[config.mk]
export PLATFORM = sky130hd
export DESIGN_NAME = uart_tx_flat
export DESIGN_NICKNAME = d
export VERILOG_FILES = /design/src/rtl/uart_pkg.sv /design/src/rtl/uart_tx_if.sv /design/src/rtl/uart_baud_gen.sv /design/src/rtl/uart_tx.sv /design/src/flat_wrapper.sv
export SDC_FILE = /design/constraint.sdc
export NUM_CORES = 1
export LEC_CHECK = 0
export BUFFER_PORTS_ARGS = -buffer_cell sky130_fd_sc_hd__buf_2
export CORE_MARGIN = 2
export CORE_UTILIZATION = 50
export DETAILED_ROUTE_END_ITERATION = 12
export PLACE_DENSITY = 0.7
export SYNTH_ARGS = -nofsm -noshare
export SYNTH_HDL_FRONTEND = slang
export SYNTH_HIERARCHICAL = 1
export SYNTH_SLANG_ARGS = --single-unit
[constraint.sdc]
create_clock -name CLK -period 3.15 [get_ports CLK]
set_input_delay 0.1575 -clock CLK [delete_from_list [all_inputs] [get_ports CLK]]
set_output_delay 0.1575 -clock CLK [all_outputs]
set_load 0.02 [all_outputs]
[src/rtl/uart_pkg.sv]
// Shared types and constants for the UART transmitter.
// The PARITY state exists only when UART_TX_PARITY_EN is defined.
package uart_pkg;

  localparam int UART_DATA_W      = 8;
  localparam int E1_CLK_HZ        = 10_000_000;
  localparam int UART_CLKS_115200 = 87;

  typedef enum logic [2:0] {
    IDLE,
    START,
    DATA,
`ifdef UART_TX_PARITY_EN
    PARITY,
`endif
    STOP
  } uart_tx_state_t;

  function automatic logic even_parity(
    input logic [UART_DATA_W-1:0] d
  );
    return ^d;
  endfunction

endpackage

[src/rtl/uart_tx_if.sv]
// Byte valid/ready handshake between a producer and the transmitter.
// master = producer, slave = transmitter.
interface uart_tx_if;

  logic [uart_pkg::UART_DATA_W-1:0] tx_data;
  logic                             tx_valid;
  logic                             tx_ready;

  modport master (
    output tx_data,
    output tx_valid,
    input  tx_ready
  );

  modport slave (
    input  tx_data,
    input  tx_valid,
    output tx_ready
  );

endinterface

[src/rtl/uart_baud_gen.sv]
// Per-bit clock counter; bit_end marks the last cycle of a bit.
// Shared with a future receiver, so it knows nothing about frames.
module uart_baud_gen #(
  parameter int CLKS_PER_BIT = 87
) (
  input  logic clk,
  input  logic rst,
  input  logic clear,
  input  logic en,
  output logic bit_end
);

  localparam int CNT_W =
    (CLKS_PER_BIT > 1) ? $clog2(CLKS_PER_BIT) : 1;
  localparam logic [CNT_W-1:0] LAST =
    CNT_W'(CLKS_PER_BIT - 1);

  logic [CNT_W-1:0] count;

  assign bit_end = en && (count == LAST);

  // Count 0..LAST while enabled, wrap at bit end.
  always_ff @(posedge clk) begin
    if (rst || clear) begin
      count <= '0;
    end else if (bit_end) begin
      count <= '0;
    end else if (en) begin
      count <= count + 1'b1;
    end
  end

endmodule

[src/rtl/uart_tx.sv]
// Byte UART transmitter, 8N1/8N2, or 8E1/8E2 when
// UART_TX_PARITY_EN is defined. TXD is always a register.
module uart_tx
  import uart_pkg::*;
#(
  parameter int CLKS_PER_BIT = UART_CLKS_115200,
  parameter int STOP_BITS    = 1
) (
  input  logic         CLK,
  input  logic         RESET,
  uart_tx_if.slave     tx,
  output logic         busy,
  output logic         TXD
);

  localparam logic [2:0] STOP_LAST = 3'(STOP_BITS - 1);

  uart_tx_state_t         state, state_next;
  logic [UART_DATA_W-1:0] shift, shift_next;
  logic [2:0]             idx, idx_next;
  logic                   txd_next;
  logic                   accept;
  logic                   bit_end;
  logic                   clear;

`ifdef UART_TX_PARITY_EN
  logic parity_q;
`endif

  assign tx.tx_ready = (state == IDLE) && !RESET;
  assign busy        = (state != IDLE);
  assign accept      = tx.tx_valid && tx.tx_ready;
  assign clear       = (state_next != state);

  uart_baud_gen #(
    .CLKS_PER_BIT(CLKS_PER_BIT)
  ) u_baud (
    .clk    (CLK),
    .rst    (RESET),
    .clear  (clear),
    .en     (busy),
    .bit_end(bit_end)
  );

  // Next state, next datapath values and next line level.
  always_comb begin
    state_next = state;
    shift_next = shift;
    idx_next   = idx;
    txd_next   = 1'b1;
    unique case (state)
      IDLE: begin
        if (accept) begin
          state_next = START;
          shift_next = tx.tx_data;
          idx_next   = '0;
        end
      end
      START: begin
        txd_next = 1'b0;
        if (bit_end) state_next = DATA;
      end
      DATA: begin
        txd_next = shift[0];
        if (bit_end) begin
          shift_next = {1'b0, shift[UART_DATA_W-1:1]};
          if (idx == 3'd7) begin
            idx_next = '0;
`ifdef UART_TX_PARITY_EN
            state_next = PARITY;
`else
            state_next = STOP;
`endif
          end else begin
            idx_next = idx + 3'd1;
          end
        end
      end
`ifdef UART_TX_PARITY_EN
      PARITY: begin
        txd_next = parity_q;
        if (bit_end) state_next = STOP;
      end
`endif
      STOP: begin
        txd_next = 1'b1;
        // idx counts stop bits here.
        if (bit_end) begin
          if (idx == STOP_LAST) begin
            idx_next   = '0;
            state_next = IDLE;
          end else begin
            idx_next = idx + 3'd1;
          end
        end
      end
      default: state_next = IDLE;
    endcase
  end

  // State, shift register, bit index and TXD registers.
  always_ff @(posedge CLK) begin
    if (RESET) begin
      state <= IDLE;
      shift <= '0;
      idx   <= '0;
      TXD   <= 1'b1;
    end else begin
      state <= state_next;
      shift <= shift_next;
      idx   <= idx_next;
      TXD   <= txd_next;
    end
  end

`ifdef UART_TX_PARITY_EN
  // Parity is captured at accept since the shifter is destroyed.
  always_ff @(posedge CLK) begin
    if (RESET) begin
      parity_q <= 1'b0;
    end else if (accept) begin
      parity_q <= even_parity(tx.tx_data);
    end
  end
`endif

endmodule

[src/flat_wrapper.sv]
// flat-port wrapper written by rule: the top's interface ports become plain ports
module uart_tx_flat import uart_pkg::*;
#(
  parameter int CLKS_PER_BIT = UART_CLKS_115200,
  parameter int STOP_BITS    = 1
)
  (CLK, RESET, busy, TXD, tx_tx_data, tx_tx_valid, tx_tx_ready);
  uart_tx_if tx_i ();
  input  logic CLK;
  input  logic RESET;
  output logic busy;
  output logic TXD;
  input wire logic [$bits(tx_i.tx_data)-1:0] tx_tx_data;
  input wire logic [$bits(tx_i.tx_valid)-1:0] tx_tx_valid;
  output wire logic [$bits(tx_i.tx_ready)-1:0] tx_tx_ready;
  assign tx_i.tx_data = tx_tx_data;
  assign tx_i.tx_valid = tx_tx_valid;
  assign tx_tx_ready = tx_i.tx_ready;
  uart_tx #(.CLKS_PER_BIT(CLKS_PER_BIT), .STOP_BITS(STOP_BITS)) u_core (.CLK(CLK), .RESET(RESET), .tx(tx_i), .busy(busy), .TXD(TXD));
endmodule
---- Word level (Yosys, flattened, before mapping) ----
Cells that the tools add are included.
cells by class
  equality and inequality tests ........... 9
  $mul .................................... 0
  divide/modulo/power cells ............... 0
  reduce and logical (&&, ||, !) cells .... 13
  muxes and demuxes ....................... 17
  magnitude comparators ................... 0
  shift operators ......................... 0
  bitwise logic cells ..................... 0
  add/subtract/negate cells ............... 2
operators by type and width
  operator               number
  $mux W3                11
  $mux W8                2
  $pmux W8 S2            1
  $pmux W3 S4            1
  $pmux W3 S3            1
  $add A7 B1 Y7 const B  1
  $eq A7 B7 Y1 const B   1
  $eq A3 B2 Y1 const B   2
  $logic_not A3 Y1       2
  $ne A2 B1 Y1 const B   3
  $reduce_bool A3 Y1     2
  $reduce_and A4 Y1      1
  $add A3 B1 Y3 const B  1
  $eq A3 B1 Y1 const B   1
  $eq A3 B3 Y1 const B   1
  $logic_and A1 B1 Y1    3
  $ne A3 B3 Y1           1
  $reduce_and A3 Y1      1
  $pmux W1 S2            1
  $reduce_bool A2 Y1     1
  $reduce_or A2 Y1       1
  $logic_not A1 Y1       1
  $logic_or A1 B1 Y1     1
storage, ports and cells
  bits in latches ......................... 0
  memories ................................ 0
  output and inout bits ................... 3
  memory bits (writable) .................. 0
  register bits after elaboration ......... 22
  bits of input ports ..................... 11
  logic and storage cells ................. 46
  bits in read-only memories .............. 0

---- Longest topological paths before layout ----
Gate-level depths: netlist of the first run.
  depth after elaboration ................. 8
  depth in mapped cells ................... 11
  depth with buffers taken out ............ 10

---- Cells and area by module ----
The synthesis of the first run kept the hierarchy.
by module, submodules not included
  module         instances  area each (µm²)  cells each  sequential area each (µm²)
  uart_tx        1          900.9            90          300.3
  uart_baud_gen  1          330.3            38          140.1

---- Worst setup path before layout of the first run ----
OpenSTA, ideal clock, no wires.
  kind .................................... register to register
  start ................................... register u_core.state[0]
  end ..................................... register u_core.u_baud.count[1]
  path buffers ............................ 2
  period minus slack after synthesis ...... 2.446 ns
  data required time ...................... 3.064 ns
  setup time .............................. 0.086 ns
  arrival ................................. 2.361 ns
  path slack .............................. 0.704 ns
  cell stages (with the launch flop) ...... 12
  path through ............................ dfxtp_1 > buf_4 > or3_1 > buf_4 > nand4_1 > nor2_1 > and2_2 > a211oi_1 > o21bai_1 > nor2_1 > o21ai_2 > a211oi_1
between the ends
  elaborated cells between the ends (all ways) .. 18
  those cells by class .................... 4 x eq/ne; 7 x mux; 7 x reduce/logical
RTL lines
  element                              line                                         RTL
  start: declaration                   uart_tx.sv:18                                uart_tx_state_t state, state_next;
  start signal: assignment             uart_tx.sv:109                               state <= state_next;
  $reduce_bool A3 Y1 *                 uart_tx.sv:31                                assign busy = (state != IDLE);
  net busy                             flat_wrapper.sv:11                           output logic busy;
  $logic_and A1 B1 Y1 *                uart_baud_gen.sv:20                          assign bit_end = en && (count == LAST);
  net u_core.bit_end                   uart_tx.sv:23                                logic bit_end;
  $mux W3 (on tied branches)           uart_tx.sv:88, uart_tx.sv:61, uart_tx.sv:65
  $pmux W3 S4 *                        uart_tx.sv:51                                unique case (state)
  $ne A3 B3 Y1 *                       uart_tx.sv:33                                assign clear = (state_next != state);
  net u_core.clear                     uart_tx.sv:24                                logic clear;
  $logic_or A1 B1 Y1 *                 uart_baud_gen.sv:24                          if (rst || clear) begin
  $reduce_or A2 Y1 (no source line) *  -
  end signal: assignment               uart_baud_gen.sv:29                          count <= count + 1'b1;
  end: declaration                     uart_baud_gen.sv:18                          logic [CNT_W-1:0] count;
The timed path passes the listed nets; every way through them passes the cells marked *.
A chain may end at the register's enable or synchronous reset.

---- Worst setup path after layout of the first run ----
  start ................................... register u_core.state[1]
  end ..................................... register u_core.u_baud.count[1]
between the ends
  elaborated cells between the ends (all ways) .. 18
  those cells by class .................... 4 x eq/ne; 7 x mux; 7 x reduce/logical
RTL lines
  element                              line
  $reduce_bool A3 Y1 *                 uart_tx.sv:31
  $logic_and A1 B1 Y1 *                uart_baud_gen.sv:20
  net u_core.bit_end                   uart_tx.sv:23
  $mux W3 (on tied branches)           uart_tx.sv:88, uart_tx.sv:61, uart_tx.sv:65
  $pmux W3 S4 *                        uart_tx.sv:51
  $ne A3 B3 Y1 *                       uart_tx.sv:33
  net u_core.clear                     uart_tx.sv:24
  $logic_or A1 B1 Y1 *                 uart_baud_gen.sv:24
  $reduce_or A2 Y1 (no source line) *  -
Marked as above.

==> metrics, run 1 <==
outcome finished, final reports clean; Core ar. 0.00228 sq mm; final routed DRC violation total 0; HPWL after detailed placement 1480 microns; Adder-Cell Fraction of Synth Area 5.08%; worst reg2reg setup slack 660 ps; TNS Setup 0 ps; initial DRC count 11; Top Ports 14; final cycle utilization of the critical path 79.0%; minimum period implied by the final worst setup slack 2490 ps; peak supply drop 0.291 mV; CTS tree done; DRT Pass-1 Iters 4; number of input and output port buffers inserted 13; number of instances in the synthesized netlist 128; ordered cell list for the critical path or3_1, nand4_1, nor2_1, and2_2, a211oi_1, o21bai_1, nor2_1, o21ai_2, a211oi_1; routed length per instance 12.2 microns; number of global-route vias before repair 834; switching power as a share of total power 23.8%; total nets after synthesis 144; Syn Std Cell Area 0.00123 sq mm; number of buffers inserted for hold repair after clock tree synthesis 0; total grt overflow 0; count of warnings emitted by yosys 6; CTS H-Tree Depth 1; maximum number of pins on one net before global-route repair 20; instance count along the most critical hold path 3; Rows 17; number of inserted diodes 0; compound-cell area share of the yosys netlist 18.1%; post-synthesis area per instance 9.62 sq um; cells taking the most area after synthesis sky130_fd_sc_hd__dfxtp_1 (36%), sky130_fd_sc_hd__a211oi_2 (7.1%), sky130_fd_sc_hd__mux2i_1 (6.5%); total number of nets in the final design 154; Worst path depth 9; Slew Viols, Final 0; max-cap violation count 0; Die X-Extent 53.6 microns; final setup violating endpoints 0; CP required 3380 ps; combinational cell fraction of total power 10.6%; clk slew on worst S/H paths 120 ps; stage delay of the slowest cell on the critical path 510 ps; global-route wire length before repair 3500 microns; Die Ht 53.6 microns; LEAKAGE 0.444 nW; setup repair after global routing missed its margin false; combinational family with the most area after synthesis simple AND/OR/NAND/NOR gates; worst slack after detailed placement 716 ps; area fraction of the dominant cell type after synthesis 35.8%; hold violation total from the final report 0; number of buffers added for setup after CTS 0; peak fanout along the critical path 12; combined global-route utilization of all metal layers 16.7%; buffer levels on the longest clock path 2; clock group share of total power 30.8%; worst setup path category reg -> reg; number of antenna violations at the first check in global routing 0; aggregate routed wire length 2010 microns; fin worst setup slack 663 ps; Psw 0.000119 W; Hold/Removal Path Class in -> reg; cell type of the slowest stage on the worst timing path sky130_fd_sc_hd__or3_1; combined buffer and inverter count along the critical path 0; skew final 5.61 ps; Int Pwr 0.000380 W; xor/xnor share of the synthesized area 2.13%; dominant cell type by area after synthesis sky130_fd_sc_hd__dfxtp_1; die outline area 0.00288 sq mm; vias after detailed routing 910; clk root buf sky130_fd_sc_hd__clkbuf_4; sort of element at the end of the critical path register; Pwr per Cell Area 387 mW/mm^2; cell family with the largest share of critical-path delay simple AND/OR/NAND/NOR gates; proportion of synthesized area in mux cells 6.50%; worst skew pair latency 310 ps; clk sinks 22; number of buffers added by the clock tree synthesis step 3; cell depth of the worst flop-to-flop path 9; flops & latches, synth 22; Arr. time, crit path 2720 ps; post-synthesis sequential area ratio 35.8%; number of gates resized after cts 0; per-cell via count in the routed design 5.52; routability congestion estimate from global placement 0.744; Fmax achieved 402 MHz; post-synthesis simple-gate area fraction 24.2%; unique cell type count in the Yosys netlist 42; register share of total power 58.7%; Setup crit start kind register; area growth from synthesis to final layout 4.68%; effective utilization at floorplan 54.1%; share of post-route cells with drive strength above 1 25.5%; antenna-violating nets left 0
## final cells by class
type / instances / area [sq um]
timing repair buffer: 13 / 65.1
tap: 28 / 35.0
clock buffer: 4 / 36.3
multi-input combinational: 93 / 693
fill: 210 / 987
inverter: 5 / 18.8
sequential: 22 / 440
## final timing paths
| path | from | to |
|---|---|---|
| worst max-delay path | u_core/state[1]$_SDFF_PP0_ | u_core/u_baud/count[1]$_SDFFE_PP0P_ |
| worst min register to register | u_core/idx[2]$_SDFFE_PP0P_ | u_core/idx[2]$_SDFFE_PP0P_ |
| worst max register to register | u_core/state[1]$_SDFF_PP0_ | u_core/u_baud/count[1]$_SDFFE_PP0P_ |
| worst min-delay path | tx_tx_data[7] | u_core/shift[7]$_SDFFE_PP0P_ |
## state kept, by name, indices dropped and copies added, names as in the netlist
signal               flops
u_core/shift             8
u_core/TXD               1
u_core/u_baud/count      7
u_core/idx               3
u_core/state             3
## placed cells by master, fill, tap and decap left out, types with 2 or more instances in the layout
master	count
sky130_fd_sc_hd__a211oi_2	7
sky130_fd_sc_hd__clkbuf_4	3
sky130_fd_sc_hd__nor2_2	4
sky130_fd_sc_hd__nand2_1	7
sky130_fd_sc_hd__or3_1	5
sky130_fd_sc_hd__a211oi_1	2
sky130_fd_sc_hd__nor2_1	13
sky130_fd_sc_hd__ha_1	5
sky130_fd_sc_hd__nand4_1	3
sky130_fd_sc_hd__a21oi_1	5
sky130_fd_sc_hd__xor2_1	2
sky130_fd_sc_hd__nand3_1	2
sky130_fd_sc_hd__mux2i_1	8
sky130_fd_sc_hd__buf_2	13
sky130_fd_sc_hd__nor4_1	3
sky130_fd_sc_hd__dfxtp_1	22
sky130_fd_sc_hd__o21ai_0	4
sky130_fd_sc_hd__nand3b_1	2
sky130_fd_sc_hd__inv_1	5
## cells in the mapped netlist
cell type / count
sky130_fd_sc_hd__clkbuf_1: 1
sky130_fd_sc_hd__and2_2: 1
sky130_fd_sc_hd__xnor2_1: 1
sky130_fd_sc_hd__buf_8: 1
sky130_fd_sc_hd__nor4b_4: 1
sky130_fd_sc_hd__nor2b_1: 1
sky130_fd_sc_hd__xor2_1: 2
sky130_fd_sc_hd__a211oi_1: 2
sky130_fd_sc_hd__or3_1: 5
sky130_fd_sc_hd__nor2_2: 4
sky130_fd_sc_hd__o41ai_1: 1
sky130_fd_sc_hd__ha_1: 5
sky130_fd_sc_hd__o21a_4: 1
sky130_fd_sc_hd__a211oi_2: 7
sky130_fd_sc_hd__or2_2: 1
sky130_fd_sc_hd__o21bai_1: 1
sky130_fd_sc_hd__o21bai_2: 1
sky130_fd_sc_hd__a21boi_1: 1
sky130_fd_sc_hd__and2b_1: 1
sky130_fd_sc_hd__nor4_1: 3
sky130_fd_sc_hd__and2_1: 1
sky130_fd_sc_hd__a21boi_0: 1
sky130_fd_sc_hd__nand2b_1: 1
sky130_fd_sc_hd__inv_1: 5
sky130_fd_sc_hd__nand3b_1: 2
sky130_fd_sc_hd__nor3b_4: 1
sky130_fd_sc_hd__nand2_1: 7
sky130_fd_sc_hd__conb_1: 1
sky130_fd_sc_hd__nor2_1: 13
sky130_fd_sc_hd__buf_4: 2
sky130_fd_sc_hd__nand3_1: 2
sky130_fd_sc_hd__a21oi_1: 5
sky130_fd_sc_hd__o21ai_0: 4
sky130_fd_sc_hd__dfxtp_1: 22
sky130_fd_sc_hd__mux2i_1: 8
sky130_fd_sc_hd__or3b_1: 1
sky130_fd_sc_hd__nand4_1: 3
sky130_fd_sc_hd__and3_1: 1
sky130_fd_sc_hd__o21ai_2: 1
sky130_fd_sc_hd__or2_0: 1
sky130_fd_sc_hd__buf_6: 4
sky130_fd_sc_hd__a32oi_1: 1
## cell families (layout without fill, tap and decap cells)
family	after synthesis	in the layout
AND/OR/NAND/NOR	50	50
multiplexers	8	8
other	1	1
flip-flops	22	22
buffers and inverters	13	22
XOR/XNOR	3	3
adder cells (fa/ha/maj)	5	5
AO/OA/AOI/OAI	26	26
## per-stage QoR
stage          std cells  hold WS, ps  cell area [sq um]  total power [W]  utilization, %
6_report             165          123               1290         0.000499            56.6
5_1_grt              165          119               1290         0.000525            56.6
4_1_cts              165          119               1290         0.000507            56.6
3_5_place_dp         161          443               1250         0.000352            55.0
3_3_place_gp         161          413               1250         0.000350            55.0
2_1_floorplan        128          323               1230         0.000344               -
## power groups by stage
| stage | sequential [W] | combinational, W | clock [W] |
|---|---|---|---|
| final | 0.000293 | 0.0000528 | 0.000154 |
| after global routing | 0.000295 | 0.0000585 | 0.000172 |
| after CTS | 0.000293 | 0.0000532 | 0.000161 |
| after detailed placement | 0.000299 | 0.0000530 | 0 |
| after global placement | 0.000299 | 0.0000512 | 0 |
| after floorplan | 0.000297 | 0.0000470 | 0 |
## worst min-delay path, stage by stage
cell and delay (ps):
sky130_fd_sc_hd__buf_2 80, sky130_fd_sc_hd__a32oi_1 80, sky130_fd_sc_hd__nor2_1 90
## per-layer routing
layer | routed length (microns) | global-route usage (%) | vias up
li1 | - | - | 469
met1 | 982 | 19.4 | 422
met2 | 909 | 28.6 | 17
met3 | 101 | 6.11 | 2
met4 | 17 | 5.13 | 0
met5 | 0 | 0 | -
Power figures use the tool's default switching activity.
==> run 2, diff against run 1 <==
--- a/config.mk
+++ b/config.mk
@@ -9,7 +9,7 @@
 export CORE_MARGIN = 2
 export CORE_UTILIZATION = 50
 export DETAILED_ROUTE_END_ITERATION = 12
-export PLACE_DENSITY = 0.7
+export PLACE_DENSITY = 0.73
 export SYNTH_ARGS = -nofsm -noshare
 export SYNTH_HDL_FRONTEND = slang
 export SYNTH_HIERARCHICAL = 1
==> constraint.sdc (replaced) <==
create_clock -name CLK -period 2.1 [get_ports CLK]
set_input_delay 0.105 -clock CLK [delete_from_list [all_inputs] [get_ports CLK]]
set_output_delay 0.105 -clock CLK [all_outputs]
set_load 0.02 [all_outputs]
==> run 2 against run 1 <==
  * Count of clock-buffer cells in the layout down 1
  * Utilization is 3.0 points higher
  * Final area increased by 5.3%
  * Critical path type unchanged
  * Final cell count up 2.4%
  * Flip-flop and latch count did not move
  * Largest power group unchanged
  * Worst setup slack worse by 490 ps
  * Global-route usage rose by 0.48 points
  * Clock skew rose by 3.5 ps
==> metrics, run 2 (same netlist as run 1, synthesis figures left out) <==
Pwr per Cell Area 627 mW/mm^2 (was 387 mW/mm^2); Worst R2R Start u_core/state[0]$_SDFF_PP0_ (was u_core/state[1]$_SDFF_PP0_); max-cap violation count 0 (unchanged); CTS tree done (unchanged); cell depth of the worst flop-to-flop path 9 (unchanged); Die X-Extent 53.6 microns (unchanged); Die Ht 53.6 microns (unchanged); number of global-route vias before repair 823 (was 834); routed length per instance 12.8 microns (was 12.2 microns); commonest non-fill, non-tap cell in the layout sky130_fd_sc_hd__dfxtp_1 (unchanged); CP required 2350 ps (was 3380 ps); flip-flop count of the largest register after layout 8 (unchanged); start point of the critical path u_core/state[0]$_SDFF_PP0_ (was u_core/state[1]$_SDFF_PP0_); antenna-violating nets left 0 (unchanged); hold violation total from the final report 0 (unchanged); end-of-flow core utilization 59.6% (was 56.6%); initial DRC count 12 (was 11); skew final 9.08 ps (was 5.61 ps); combinational cell fraction of total power 10.5% (was 10.6%); clock group share of total power 38.3% (was 30.8%); final routed DRC violation total 0 (unchanged); routability congestion estimate from global placement 0.767 (was 0.744); final setup violating endpoints 0 (unchanged); Int Pwr 0.000662 W (was 0.000380 W); LEAKAGE 0.474 nW (was 0.444 nW); total grt overflow 0 (unchanged); worst setup path category reg -> reg (unchanged); vias after detailed routing 907 (was 910); final cycle utilization of the critical path 91.8% (was 79.0%); effective utilization at floorplan 54.1% (unchanged); r2r endpoint u_core/u_baud/count[1]$_SDFFE_PP0P_ (unchanged); fin cells 169 (was 165); area occupied by registers 442 sq um (was 440 sq um); CTS H-Tree Depth 1 (unchanged); Fmax achieved 519 MHz (was 402 MHz); worst slack after detailed placement 144 ps (was 716 ps); total number of nets in the final design 158 (was 154); clk slew on worst S/H paths 130 ps (was 120 ps); Rows 17 (unchanged); Psw 0.000190 W (was 0.000119 W); leading cell types in the layout, fill and taps excluded sky130_fd_sc_hd__dfxtp_1 (21), sky130_fd_sc_hd__buf_2 (13), sky130_fd_sc_hd__nor2_1 (11) (was sky130_fd_sc_hd__dfxtp_1 (22), sky130_fd_sc_hd__buf_2 (13), sky130_fd_sc_hd__nor2_1 (13)); per-cell via count in the routed design 5.37 (was 5.52); minimum period implied by the final worst setup slack 1930 ps (was 2490 ps); capturing instance or port of the critical path u_core/u_baud/count[1]$_SDFFE_PP0P_ (unchanged); worst reg2reg setup slack 170 ps (was 660 ps); number of antenna violations at the first check in global routing 0 (unchanged); Setup crit start kind register (unchanged); maximum number of pins on one net before global-route repair 20 (unchanged); fin worst setup slack 172 ps (was 663 ps); Post-Place Cell Area 0.00129 sq mm (was 0.00125 sq mm); register share of total power 51.3% (was 58.7%); number of input and output port buffers inserted 13 (unchanged); Slew Viols, Final 0 (unchanged); biggest regs u_core/shift x8, u_core/u_baud/count x7 (unchanged); aggregate routed wire length 2160 microns (was 2010 microns); sort of element at the end of the critical path register (unchanged); multi-input gate area in the final layout 714 sq um (was 693 sq um); Hold/Removal Path Class in -> reg (unchanged); combined global-route utilization of all metal layers 17.2% (was 16.7%); number of buffers inserted for hold repair after clock tree synthesis 0 (unchanged); Top Ports 14 (unchanged); buffer levels on the longest clock path 2 (unchanged); number of inserted diodes 0 (unchanged); switching power as a share of total power 22.3% (was 23.8%); global-route wire length before repair 3640 microns (was 3500 microns); peak supply drop 0.458 mV (was 0.291 mV); clk sinks 22 (unchanged); number of fill cells in the layout 213 (was 210); peak fanout along the critical path 8 (was 12); clk root buf sky130_fd_sc_hd__clkbuf_4 (unchanged); area growth from synthesis to final layout 10.3% (was 4.68%); die outline area 0.00288 sq mm (unchanged); area of all placed cells without fillers 0.00136 sq mm (was 0.00129 sq mm); worst skew pair latency 310 ps (about the same); Arr. time, crit path 2170 ps (was 2720 ps); tightest hold margin 68.8 ps (was 123 ps); DRT Pass-1 Iters 4 (unchanged); number of buffers added by the clock tree synthesis step 3 (unchanged); outcome finished, final reports clean (unchanged); largest register by flop count u_core/shift (unchanged); share of post-route cells with drive strength above 1 31.9% (was 25.5%); HPWL after detailed placement 1610 microns (was 1480 microns); Core ar. 0.00228 sq mm (unchanged); Placed Instances 164 (was 161)
run 2: cell types whose count changed in the layout (fill, tap and decap cells not counted), sizes merged:
cell,change
clkbuf,-1
bufinv,+1
buf,+4
run 2: worst min path at each step:
stage / startpoint / endpoint / depth (start not counted)
5_1_grt: tx_tx_data[7] / u_core/shift[7]$_SDFFE_PP0P_ / 3
2_1_floorplan: tx_tx_data[7] / u_core/shift[7]$_SDFFE_PP0P_ / 2
3_5_place_dp: tx_tx_data[7] / u_core/shift[7]$_SDFFE_PP0P_ / 3
4_1_cts: tx_tx_data[7] / u_core/shift[7]$_SDFFE_PP0P_ / 3
3_3_place_gp: tx_tx_data[7] / u_core/shift[7]$_SDFFE_PP0P_ / 3
6_report: tx_tx_data[7] / u_core/shift[7]$_SDFFE_PP0P_ / 3
run 2: worst max-delay path, cell delays in order, from the launching register on:
cell,delay (ps)
sky130_fd_sc_hd__dfxtp_2,340
sky130_fd_sc_hd__or3_4,430
sky130_fd_sc_hd__nand4_1,140
sky130_fd_sc_hd__nor2_2,70
sky130_fd_sc_hd__and2_4,180
sky130_fd_sc_hd__a211oi_2,220
sky130_fd_sc_hd__o21bai_1,100
sky130_fd_sc_hd__nor2_2,130
sky130_fd_sc_hd__o21ai_2,120
sky130_fd_sc_hd__a211oi_2,140
run 2: what timing repair did:
| item | CTS | global route |
|---|---|---|
| gates resized for setup | 0 | 2 |
| setup endpoints to repair | 0 | 4 |
| buffers inserted | 0 | 1 |
run 2: per-layer routing:
| metal | vias to the layer above | wire (microns) | GRT usage, % |
|---|---|---|---|
| met4 | 0 | 14 | 7.69 |
| met3 | 2 | 48 | 2.50 |
| met1 | 424 | 1000 | 22.1 |
| li1 | 474 | - | - |
| met2 | 7 | 1100 | 28.4 |
| met5 | - | 0 | 0 |
run 2: area by class of cell:
cell class                      count  share of cell area [%]
Clock inverter                      1                    2.21
Sequential cell                    22                    32.5
Tap cell                           28                    2.58
Inverter                            5                    1.38
Clock buffer                        3                    1.66
Timing Repair Buffer               17                    7.00
Multi-Input combinational cell     93                    52.6
run 2: power groups by stage:
stage / Combinational, W / Clock, W / Sequential [W]
CTS: 0.0000883 / 0.000336 / 0.000437
global placement: 0.0000843 / 0 / 0.000445
floorplan: 0.0000737 / 0 / 0.000445
detailed placement: 0.0000883 / 0 / 0.000446
finish: 0.0000893 / 0.000326 / 0.000437
global route: 0.0000989 / 0.000355 / 0.000439
run 2: metrics by stage:
step / total power, W / setup TNS (ps)
after global placement: 0.000529 / 0
after CTS: 0.000862 / 0
after global routing: 0.000893 / -9.84
after floorplan: 0.000519 / 0
after detailed placement: 0.000534 / 0
final: 0.000852 / 0
==> run 3, diff against run 2 <==
--- a/config.mk
+++ b/config.mk
@@ -9,7 +9,8 @@
 export CORE_MARGIN = 2
 export CORE_UTILIZATION = 50
 export DETAILED_ROUTE_END_ITERATION = 12
-export PLACE_DENSITY = 0.73
+export PLACE_DENSITY = 0.7
+export SKIP_CTS_REPAIR_TIMING = 1
 export SYNTH_ARGS = -nofsm -noshare
 export SYNTH_HDL_FRONTEND = slang
 export SYNTH_HIERARCHICAL = 1
==> constraint.sdc (replaced) <==
create_clock -name CLK -period 1.89 [get_ports CLK]
set_input_delay 0.0945 -clock CLK [delete_from_list [all_inputs] [get_ports CLK]]
set_output_delay 0.0945 -clock CLK [all_outputs]
set_load 0.02 [all_outputs]
==> run 3 against run 2 <==
  * The run now ends with setup timing left
  * Die area stayed put
  * Flip-flop and latch count stayed put
  * Clock power is 13% higher
  * Via count is 4.7% higher
  * Wire length is 2.3% higher
  * Non-clock buffer count is 5 higher
  * Power is 13% higher
  * Fmax is 0.61% lower
  * Final cell count is 3.0% higher
  * Utilization is 2.4 points higher
  * Global-route usage is 0.30 points higher
  * Count of clock-buffer cells in the layout stayed put
  * Largest cell class unchanged
  * Highest routed layer unchanged
==> metrics, run 3 (same netlist as run 1, synthesis figures left out) <==
outcome finished with violations (was finished, final reports clean); failing checks setup timing; sort of element at the end of the critical path register (unchanged); clk slew on worst S/H paths 130 ps (about the same); share of post-route cells with drive strength above 1 34.9% (was 31.9%); buffer levels on the longest clock path 2 (unchanged); area growth from synthesis to final layout 14.7% (was 10.3%); per-cell via count in the routed design 5.46 (was 5.37); number of buffers added by the clock tree synthesis step 3 (unchanged); maximum number of pins on one net before global-route repair 20 (unchanged); DRT Pass-1 Iters 4 (unchanged); register share of total power 50.3% (was 51.3%); global-route wire length before repair 3640 microns (about the same); flip-flop count of the largest register after layout 8 (unchanged); aggregate routed wire length 2210 microns (was 2160 microns); LEAKAGE 0.508 nW (was 0.474 nW); total grt overflow 0 (unchanged); peak supply drop 0.588 mV (was 0.458 mV); leading cell types in the layout, fill and taps excluded sky130_fd_sc_hd__dfxtp_1 (20), sky130_fd_sc_hd__buf_2 (13), sky130_fd_sc_hd__nor2_1 (12) (was sky130_fd_sc_hd__dfxtp_1 (21), sky130_fd_sc_hd__buf_2 (13), sky130_fd_sc_hd__nor2_1 (11)); hold violation total from the final report 0 (unchanged); Setup crit start kind register (unchanged); end-of-flow core utilization 62.1% (was 59.6%); worst skew pair latency 310 ps (about the same); Slew Viols, Final 0 (unchanged); minimum period implied by the final worst setup slack 1940 ps (was 1930 ps); Pwr per Cell Area 682 mW/mm^2 (was 627 mW/mm^2); Core ar. 0.00228 sq mm (unchanged); antenna-violating nets left 0 (unchanged); initial DRC count 9 (was 12); cell family with the largest share of critical-path delay simple AND/OR/NAND/NOR gates (unchanged); fin cells 174 (was 169); routability congestion estimate from global placement 0.711 (was 0.767); CTS tree done (unchanged); final routed DRC violation total 0 (unchanged); vias after detailed routing 950 (was 907); total number of nets in the final design 163 (was 158); Int Pwr 0.000743 W (was 0.000662 W); clk sinks 22 (unchanged); worst reg2reg setup slack -50 ps (was 170 ps); commonest non-fill, non-tap cell in the layout sky130_fd_sc_hd__dfxtp_1 (unchanged); clk root buf sky130_fd_sc_hd__clkbuf_4 (unchanged); switching power as a share of total power 22.9% (was 22.3%); combined global-route utilization of all metal layers 17.5% (was 17.2%); fin worst setup slack -49.3 ps (was 172 ps); biggest regs u_core/shift x8, u_core/u_baud/count x7 (unchanged); clock group share of total power 38.3% (about the same); stage delay of the slowest cell on the critical path 380 ps (was 430 ps); CTS H-Tree Depth 1 (unchanged); combinational cell fraction of total power 11.4% (was 10.5%); HPWL after detailed placement 1560 microns (was 1610 microns); combined buffer and inverter count along the critical path 0 (unchanged); Placed Instances 167 (was 164); ordered cell list for the critical path or3_4, nand4_1, nor2_2, and2_4, a211oi_2, o21bai_1, nor2_1, o21ai_2, a211oi_2 (was or3_4, nand4_1, nor2_2, and2_4, a211oi_2, o21bai_1, nor2_2, o21ai_2, a211oi_2); number of inserted diodes 0 (unchanged); number of input and output port buffers inserted 13 (unchanged); Hold/Removal Path Class in -> reg (unchanged); routed length per instance 12.7 microns (was 12.8 microns); Fmax achieved 516 MHz (was 519 MHz); Top Ports 14 (unchanged); setup repair after global routing missed its margin true; number of antenna violations at the first check in global routing 0 (unchanged); largest register by flop count u_core/shift (unchanged); peak fanout along the critical path 6 (was 8); skew final 1.56 ps (was 9.08 ps); Rows 17 (unchanged); max-cap violation count 0 (unchanged); Psw 0.000221 W (was 0.000190 W); final cycle utilization of the critical path 103% (was 91.8%); Arr. time, crit path 2180 ps (was 2170 ps); effective utilization at floorplan 54.1% (unchanged); final setup violating endpoints 3 (was 0); die outline area 0.00288 sq mm (unchanged); Die X-Extent 53.6 microns (unchanged); Die Ht 53.6 microns (unchanged); number of global-route vias before repair 876 (was 823); cell type of the slowest stage on the worst timing path sky130_fd_sc_hd__or3_4 (unchanged); worst setup path category reg -> reg (unchanged); CP required 2130 ps (was 2350 ps); Most Frequent Cell on Critical Path sky130_fd_sc_hd__a211oi_2
[run 3: cell count changes in the layout (fill, tap and decap cells not counted), sizes merged]
cell | before | now
buf | 17 | 22
[run 3: cell type report]
cell class              count  area [sq um]
fillers                   213           863
multi-input cells          93           731
flip-flops and latches     22           443
repair buffers             22           133
well taps                  28          35.0
clock inverters             1          30.0
clock buffers               3          22.5
inverters                   5          18.8
[run 3: routing by layer]
metal | GRT usage, % | wire [microns] | vias to the layer above
met4 | 7.69 | 17 | 0
met5 | 0 | 0 | -
met2 | 30.9 | 1050 | 16
met1 | 20.5 | 1080 | 444
li1 | - | - | 488
met3 | 3.33 | 66 | 2
[run 3: per-stage QoR]
step / area, sq um / setup TNS [ps] / worst slack, ps / power [W] / hold slack (ps)
4_1_cts: 1380 / -79.3 / -79.3 / 0.000972 / 37.1
3_5_place_dp: 1330 / -54.6 / -54.6 / 0.000601 / 376
3_3_place_gp: 1330 / 0 / 54.1 / 0.000597 / 349
2_1_floorplan: 1270 / -1490 / -205 / 0.000580 / 260
6_report: 1410 / -65.2 / -49.3 / 0.000964 / 43.5
5_1_grt: 1410 / -1110 / -168 / 0.00100 / 44.8
[run 3: power by group through the flow]
stage,Combinational [W],Sequential (W),Clock (W)
after floorplan,0.0000848,0.000496,0
after global placement,0.000102,0.000495,0
after detailed placement,0.000105,0.000496,0
after CTS,0.000105,0.000485,0.000381
after global routing,0.000121,0.000487,0.000394
final,0.000110,0.000485,0.000369
[run 3: worst paths after layout]
| check | from | end | depth (start not counted) |
|---|---|---|---|
| worst max-delay path | u_core/state[0]$_SDFF_PP0_ | u_core/u_baud/count[1]$_SDFFE_PP0P_ | 9 |
| worst max register to register | u_core/state[0]$_SDFF_PP0_ | u_core/u_baud/count[1]$_SDFFE_PP0P_ | 9 |
| worst min-delay path | tx_tx_data[7] | u_core/shift[7]$_SDFFE_PP0P_ | 3 |
| worst min register to register | u_core/idx[0]$_SDFFE_PP0P_ | u_core/idx[0]$_SDFFE_PP0P_ | 2 |
[run 3: worst reg2reg max path, stage by stage, from the launching register on]
cell and delay (ps):
sky130_fd_sc_hd__dfxtp_2 340, sky130_fd_sc_hd__or3_4 380, sky130_fd_sc_hd__nand4_1 130, sky130_fd_sc_hd__nor2_2 70
sky130_fd_sc_hd__and2_4 180, sky130_fd_sc_hd__a211oi_2 220, sky130_fd_sc_hd__o21bai_1 100, sky130_fd_sc_hd__nor2_1 150
sky130_fd_sc_hd__o21ai_2 140, sky130_fd_sc_hd__a211oi_2 160
